===== config.mk =====
export PLATFORM = sky130hd
export DESIGN_NAME = message_readout
export DESIGN_NICKNAME = d
export VERILOG_FILES = /design/src/rtl/rc4_pkg.sv /design/src/rtl/readout_fsm.sv /design/src/rtl/message_readout.sv
export SDC_FILE = /design/constraint.sdc
export NUM_CORES = 1
export LEC_CHECK = 0
export CAP_MARGIN = 20
export CORE_ASPECT_RATIO = 0.7
export CORE_MARGIN = 5
export CORE_UTILIZATION = 42
export DETAILED_ROUTE_END_ITERATION = 10
export PLACE_DENSITY = 0.89
export SLEW_MARGIN = 20
export SYNTH_ARGS = -nofsm -noshare
export SYNTH_HDL_FRONTEND = slang
export SYNTH_SLANG_ARGS = --single-unit

===== constraint.sdc =====
create_clock -name clk -period 2.34 [get_ports clk]
set_input_delay 0.468 -clock clk [delete_from_list [all_inputs] [get_ports clk]]
set_output_delay 0.468 -clock clk [all_outputs]
set_load 0.1 [all_outputs]

===== src/rtl/rc4_pkg.sv =====
`default_nettype none
// ============================================================================
// Module   : rc4_pkg
// Brief    : Shared types, constants and helpers for the RC4 key-search array.
// Revision : 1.0 - initial release
// ============================================================================
package rc4_pkg;

   typedef enum logic [2:0] {
      ST_IDLE = 3'd0,
      ST_ADDR = 3'd1,
      ST_CAPT = 3'd2,
      ST_EMIT = 3'd3,
      ST_DONE = 3'd4
   } readout_state_t;

   localparam logic [7:0] ASCII_SPACE = 8'h20;
   localparam logic [7:0] ASCII_LO    = 8'h61;
   localparam logic [7:0] ASCII_HI    = 8'h7A;

   // A plaintext byte is acceptable when it is a lowercase letter or a space.
   function automatic logic is_msg_char(input logic [7:0] b);
      return (b == ASCII_SPACE) || ((b >= ASCII_LO) && (b <= ASCII_HI));
   endfunction

endpackage
`default_nettype wire


===== src/rtl/readout_fsm.sv =====
`default_nettype none
// ============================================================================
// Module   : readout_fsm
// Brief    : Readout sequencer: state register, byte index and message check.
// Revision : 1.0 - initial release
// ============================================================================
module readout_fsm
   import rc4_pkg::*;
#(
   parameter int MESSAGE_LENGTH     = 32,
   parameter int MESSAGE_LOG_LENGTH = 5,
   parameter int RAM_WIDTH          = 8
) (
   input  logic                          clk,
   input  logic                          reset,
   input  logic                          clear,
   input  logic                          found,
   input  logic                          out_ready,
   input  logic [RAM_WIDTH-1:0]          rd_data,
   output readout_state_t                state,
   output logic [MESSAGE_LOG_LENGTH-1:0] idx,
   output logic                          last_byte,
   output logic                          ok
);

   localparam logic [MESSAGE_LOG_LENGTH-1:0] c_last_idx =
      MESSAGE_LOG_LENGTH'(MESSAGE_LENGTH - 1);
   localparam logic [MESSAGE_LOG_LENGTH-1:0] c_idx_one =
      MESSAGE_LOG_LENGTH'(1);

   readout_state_t                r_state;
   readout_state_t                w_state_nxt;
   logic [MESSAGE_LOG_LENGTH-1:0] r_idx;
   logic [MESSAGE_LOG_LENGTH-1:0] w_idx_nxt;
   logic                          r_ok;
   logic                          w_ok_nxt;
   logic                          w_last;
   logic [7:0]                    w_byte;

   assign w_byte = 8'(rd_data);
   // Last-byte test is made on the current index, so the counter never wraps.
   assign w_last = (r_idx == c_last_idx);

   always_ff @(posedge clk or negedge reset) begin
      if (!reset) begin
         r_state <= ST_IDLE;
         r_idx   <= '0;
         r_ok    <= 1'b1;
      end else begin
         r_state <= w_state_nxt;
         r_idx   <= w_idx_nxt;
         r_ok    <= w_ok_nxt;
      end
   end

   always_comb begin
      w_state_nxt = r_state;
      w_idx_nxt   = r_idx;
      w_ok_nxt    = r_ok;
      if (clear) begin
         w_state_nxt = ST_IDLE;
         w_idx_nxt   = '0;
         w_ok_nxt    = 1'b1;
      end else begin
         case (r_state)
            ST_IDLE: begin
               if (found) begin
                  w_state_nxt = ST_ADDR;
                  w_idx_nxt   = '0;
                  w_ok_nxt    = 1'b1;
               end
            end
            ST_ADDR: begin
               w_state_nxt = ST_CAPT;
            end
            ST_CAPT: begin
               w_ok_nxt    = r_ok & is_msg_char(w_byte);
               w_state_nxt = ST_EMIT;
            end
            ST_EMIT: begin
               if (out_ready) begin
                  if (w_last) begin
                     w_state_nxt = ST_DONE;
                  end else begin
                     w_idx_nxt   = r_idx + c_idx_one;
                     w_state_nxt = ST_ADDR;
                  end
               end
            end
            ST_DONE: begin
               w_state_nxt = ST_DONE;
            end
            default: begin
               w_state_nxt = ST_IDLE;
               w_idx_nxt   = '0;
               w_ok_nxt    = 1'b1;
            end
         endcase
      end
   end

   assign state     = r_state;
   assign idx       = r_idx;
   assign last_byte = w_last;
   assign ok        = r_ok;

endmodule
`default_nettype wire


===== src/rtl/message_readout.sv =====
`default_nettype none
// ============================================================================
// Module   : message_readout
// Brief    : Latches the winning core/key and streams its decrypted message.
// Revision : 1.0 - initial release
// ============================================================================
module message_readout
   import rc4_pkg::*;
#(
   parameter int LOG_NUM_CORES      = 8,
   parameter int MESSAGE_LENGTH     = 32,
   parameter int MESSAGE_LOG_LENGTH = 5,
   parameter int KEY_LENGTH         = 3,
   parameter int RAM_WIDTH          = 8
) (
   input  logic                          clk,
   input  logic                          reset,
   input  logic                          clear,
   input  logic                          found,
   input  logic [LOG_NUM_CORES-1:0]      core_ptr,
   input  logic [KEY_LENGTH*8-1:0]       found_key,
   output logic [LOG_NUM_CORES-1:0]      rd_sel,
   output logic [MESSAGE_LOG_LENGTH-1:0] rd_addr,
   input  logic [RAM_WIDTH-1:0]          rd_data,
   output logic [RAM_WIDTH-1:0]          out_data,
   output logic                          out_valid,
   input  logic                          out_ready,
   output logic                          out_last,
   output logic [KEY_LENGTH*8-1:0]       key_out,
   output logic                          key_valid,
   output logic                          busy,
   output logic                          done,
   output logic                          msg_ok
);

   readout_state_t                w_state;
   logic [MESSAGE_LOG_LENGTH-1:0] w_idx;
   logic                          w_last_byte;
   logic                          w_ok;
   logic                          w_start;
   logic                          w_capture;

   logic [LOG_NUM_CORES-1:0]      r_rd_sel;
   logic [KEY_LENGTH*8-1:0]       r_key;
   logic                          r_key_valid;
   logic [RAM_WIDTH-1:0]          r_out_data;

   readout_fsm #(
      .MESSAGE_LENGTH     (MESSAGE_LENGTH),
      .MESSAGE_LOG_LENGTH (MESSAGE_LOG_LENGTH),
      .RAM_WIDTH          (RAM_WIDTH)
   ) u_fsm (
      .clk       (clk),
      .reset     (reset),
      .clear     (clear),
      .found     (found),
      .out_ready (out_ready),
      .rd_data   (rd_data),
      .state     (w_state),
      .idx       (w_idx),
      .last_byte (w_last_byte),
      .ok        (w_ok)
   );

   // Latches only open in IDLE, so late changes on the array side are ignored.
   assign w_start   = (w_state == ST_IDLE) && found && !clear;
   assign w_capture = (w_state == ST_CAPT) && !clear;

   always_ff @(posedge clk or negedge reset) begin
      if (!reset) begin
         r_rd_sel    <= '0;
         r_key       <= '0;
         r_key_valid <= 1'b0;
         r_out_data  <= '0;
      end else if (clear) begin
         r_rd_sel    <= '0;
         r_key       <= '0;
         r_key_valid <= 1'b0;
         r_out_data  <= '0;
      end else begin
         if (w_start) begin
            r_rd_sel    <= core_ptr;
            r_key       <= found_key;
            r_key_valid <= 1'b1;
         end
         if (w_capture) begin
            r_out_data <= rd_data;
         end
      end
   end

   assign rd_sel    = r_rd_sel;
   assign rd_addr   = w_idx;
   assign out_data  = r_out_data;
   assign out_valid = (w_state == ST_EMIT);
   assign out_last  = (w_state == ST_EMIT) && w_last_byte;
   assign key_out   = r_key;
   assign key_valid = r_key_valid;
   assign busy      = (w_state == ST_ADDR) || (w_state == ST_CAPT) ||
                      (w_state == ST_EMIT);
   assign done      = (w_state == ST_DONE);
   assign msg_ok    = (w_state == ST_DONE) && w_ok;

endmodule
`default_nettype wire


==> summary.md <==
| Metric | Value |
|---|---|
| Status | `finished, final reports clean` |
| WL/cell | `15.8 um` |
| Global routing usage on met2 | `0.254` |
| Synthesized area | `2170 um2` |
| Final setup fails | `0` |
| Fin cells | `338` |
| Die footprint | `6720 um2` |
| Largest net degree at the start of global routing | `33` |
| Commonest non-fill, non-tap cell in the layout | `buf_4` |
| TritonCTS buffer count | `5` |
| Number of port buffers | `95` |
| GRT Overall Usage | `0.168` |
| Initial core utilization | `0.443` |
| Final period util | `0.924` |
| Relative slew slack | `0.521` |
| Pre-antenna DRT Iters | `4` |
| TritonCTS clock tree | `done` |
| Data arrival, critical path | `1.69 ns` |
| CTS hold repair buffers | `0` |
| Initial antenna violation count | `0` |
| Inst Count DP | `330` |
| Post-DP HPWL | `4130 um` |
| HP Class | `input port to asynchronous set/reset pin` |
| DRC errors left | `0` |
| Antenna Nets Post-Route | `0` |
| Pwr Density | `714 nW/um2` |
| Vias in the first global route | `1,801` |
| CP Launch Type | `flip-flop` |
| Most frequent cells in the layout | `52 x buf_4, 44 x dfrtp_1, 43 x clkdlybuf4s50_1` |
| CTS sink cnt | `50` |
| Die H | `70.1 um` |
| Synth unique cells | `36` |
| Worst Setup End Kind | `primary output` |
| Peak Freq | `463 MHz` |
| Slowest stage delay, CP | `0.65 ns` |
| Worst EP required | `1.87 ns` |
| Crit path buf inv count | `1` |
| First-pass GRT wire length | `8830 um` |
| GRT overflow | `0` |
| DP Area | `3180 um2` |
| Fillers | `394` |
| IO Count | `96` |
| Syn Area/Cell | `12.6 um2` |
| Slew @ Worst Pin | `0.717 ns` |
| Area of the core | `4890 um2` |
| Setup repair bufs after CTS | `0` |
| N_diodes | `0` |
| Post-Syn Instances | `172` |
| EDFF count, synth | `0` |
| CTS Buffer Depth | `2` |
| CP Class | `flip-flop to primary output` |
| Crit-path cells | `nand2_1 -> nor3b_4 -> buf_12` |
| Width of the die | `95.9 um` |
| CP max-delay cell | `dfrtp_1` |
| Avg Vias per Cell | `5.05` |
| Leak pwr | `1.54 nW` |
| Routed Wire Length | `5350 um` |
| Crit path max fanout | `13` |
| CTS clk-pin slew, worst paths | `0.08 ns` |
| Final Skew | `0.00395 ns` |
| Most Crowded Layer GR | `met2` |
| CTS H-Tree Depth | `2` |
| # resized after CTS | `0` |
| Seq/Total Area, Yosys | `0.578` |
| Final Max Slew Viols | `0` |
| RSZ-0062 raised after global routing | `false` |
| P&R area growth vs syn | `51.4%` |
| Most used DFF post-synth | `dfrtp_1` |
| VDD IR max | `0.452 mV` |
| Iter 0 DRT Violations | `44` |
| GR Util met3 | `0.0440` |
| Layout cells sized above 1 | `0.335` |
| Post-route minimum period | `2.16 ns` |
| Number of max-cap violations | `0` |
| Row cnt | `21` |
| Yosys warns | `0` |
| Register bit total from synthesis | `50` |
| Placer Congestion | `0.844` |
| Worst reg-to-reg path cell count | `6` |
| Later-pin clock latency in the skew report | `0.29 ns` |
| Hold slack final | `0.144 ns` |
| Detailed-route via count | `1,706` |
| Met1 GRT Util | `0.237` |
| CTS root buf | `clkbuf_8` |
| Hold Vio Cnt, Final | `0` |
| Net Count, Synth | `219` |
| Final nets | `315` |
| Setup TNS | `0 ns` |
| Cell family with most CP delay | `flip-flops` |
| Finished Cell Area | `3280 um2` |
| Fraction of registers with async set or reset after synthesis | `1.00` |
| Levels on crit path | `3` |
-- kinds of logic after synthesis --
family,synth area share
multiplexers,0.0514
flip-flops,0.578
buffers and inverters,0.0462
adder cells (fa/ha/maj),0.0115
AND/OR/NAND/NOR,0.128
AO/OA/AOI/OAI,0.185
-- cell type report --
type / instances / area, um2 / area share
Timing Repair Buffer: 102 / 946 / 0.288
Tap cell: 69 / 86.3 / 0.0263
Inverter: 1 / 3.75 / 0.00114
Clock buffer: 7 / 76.3 / 0.0233
Clock inverter: 1 / 30.0 / 0.00915
Multi-Input combinational cell: 108 / 876 / 0.267
Sequential cell: 50 / 1260 / 0.385
-- layer usage --
layer  part of all wire  routed length [um]
met1               0.47                2490
met2               0.46                2460
met3              0.067                 359
met4             0.0069                  37
met5                  0                   0
-- power breakdown --
| group | internal [mW] | leakage (nW) | switching (mW) | total, mW |
|---|---|---|---|---|
| clock network | 0.320 | 0.0524 | 0.261 | 0.581 |
| registers | 0.922 | 0.667 | 0.0516 | 0.973 |
| logic | 0.227 | 0.823 | 0.561 | 0.788 |
| total | 1.47 | 1.54 | 0.873 | 2.34 |
-- synth_stat cells (2+ instances only) --
cell | number | share of area
nor3_1 | 7 | 0.016
nor3b_1 | 4 | 0.014
nand3_1 | 3 | 0.0069
nand2_1 | 7 | 0.012
nand2b_1 | 2 | 0.0058
buf_4 | 3 | 0.010
dfrtp_1 | 49 | 0.57
a22o_1 | 34 | 0.14
buf_6 | 4 | 0.021
mux2i_1 | 10 | 0.046
ha_1 | 2 | 0.012
nor2_1 | 16 | 0.028
and3_1 | 4 | 0.012
buf_2 | 5 | 0.012
-- stage by stage --
step / util / power (mW) / setup slack, ns
2_1_floorplan: - / 1.55 / -0.100
3_3_place_gp: 0.649 / 1.77 / 0.00522
3_5_place_dp: 0.650 / 1.78 / 0.331
4_1_cts: 0.672 / 2.36 / 0.161
5_1_grt: 0.672 / 2.43 / 0.0660
6_report: 0.672 / 2.34 / 0.178
-- flip-flops by register name (all words and copies together) (netlist names) --
name / flops
key_out: 24
key_valid: 1
out_data: 8
rd_sel: 8
u_fsm.idx: 5
u_fsm.ok: 1
u_fsm.state: 3
-- final timing paths --
kind / start / endpoint / slack [ns]
max in group asynchronous: reset / u_fsm.idx[2] / 1.60
worst min register to register: key_out[21] / key_out[21] / 0.51
worst min-delay path: reset / u_fsm.state[0] / 0.14
min in group clk: key_out[21] / key_out[21] / 0.51
worst max-delay path: u_fsm.state[0] / out_last / 0.18
worst max register to register: u_fsm.idx[1] / u_fsm.idx[0] / 0.50
Note: power is estimated with default switching activity, not from simulation.
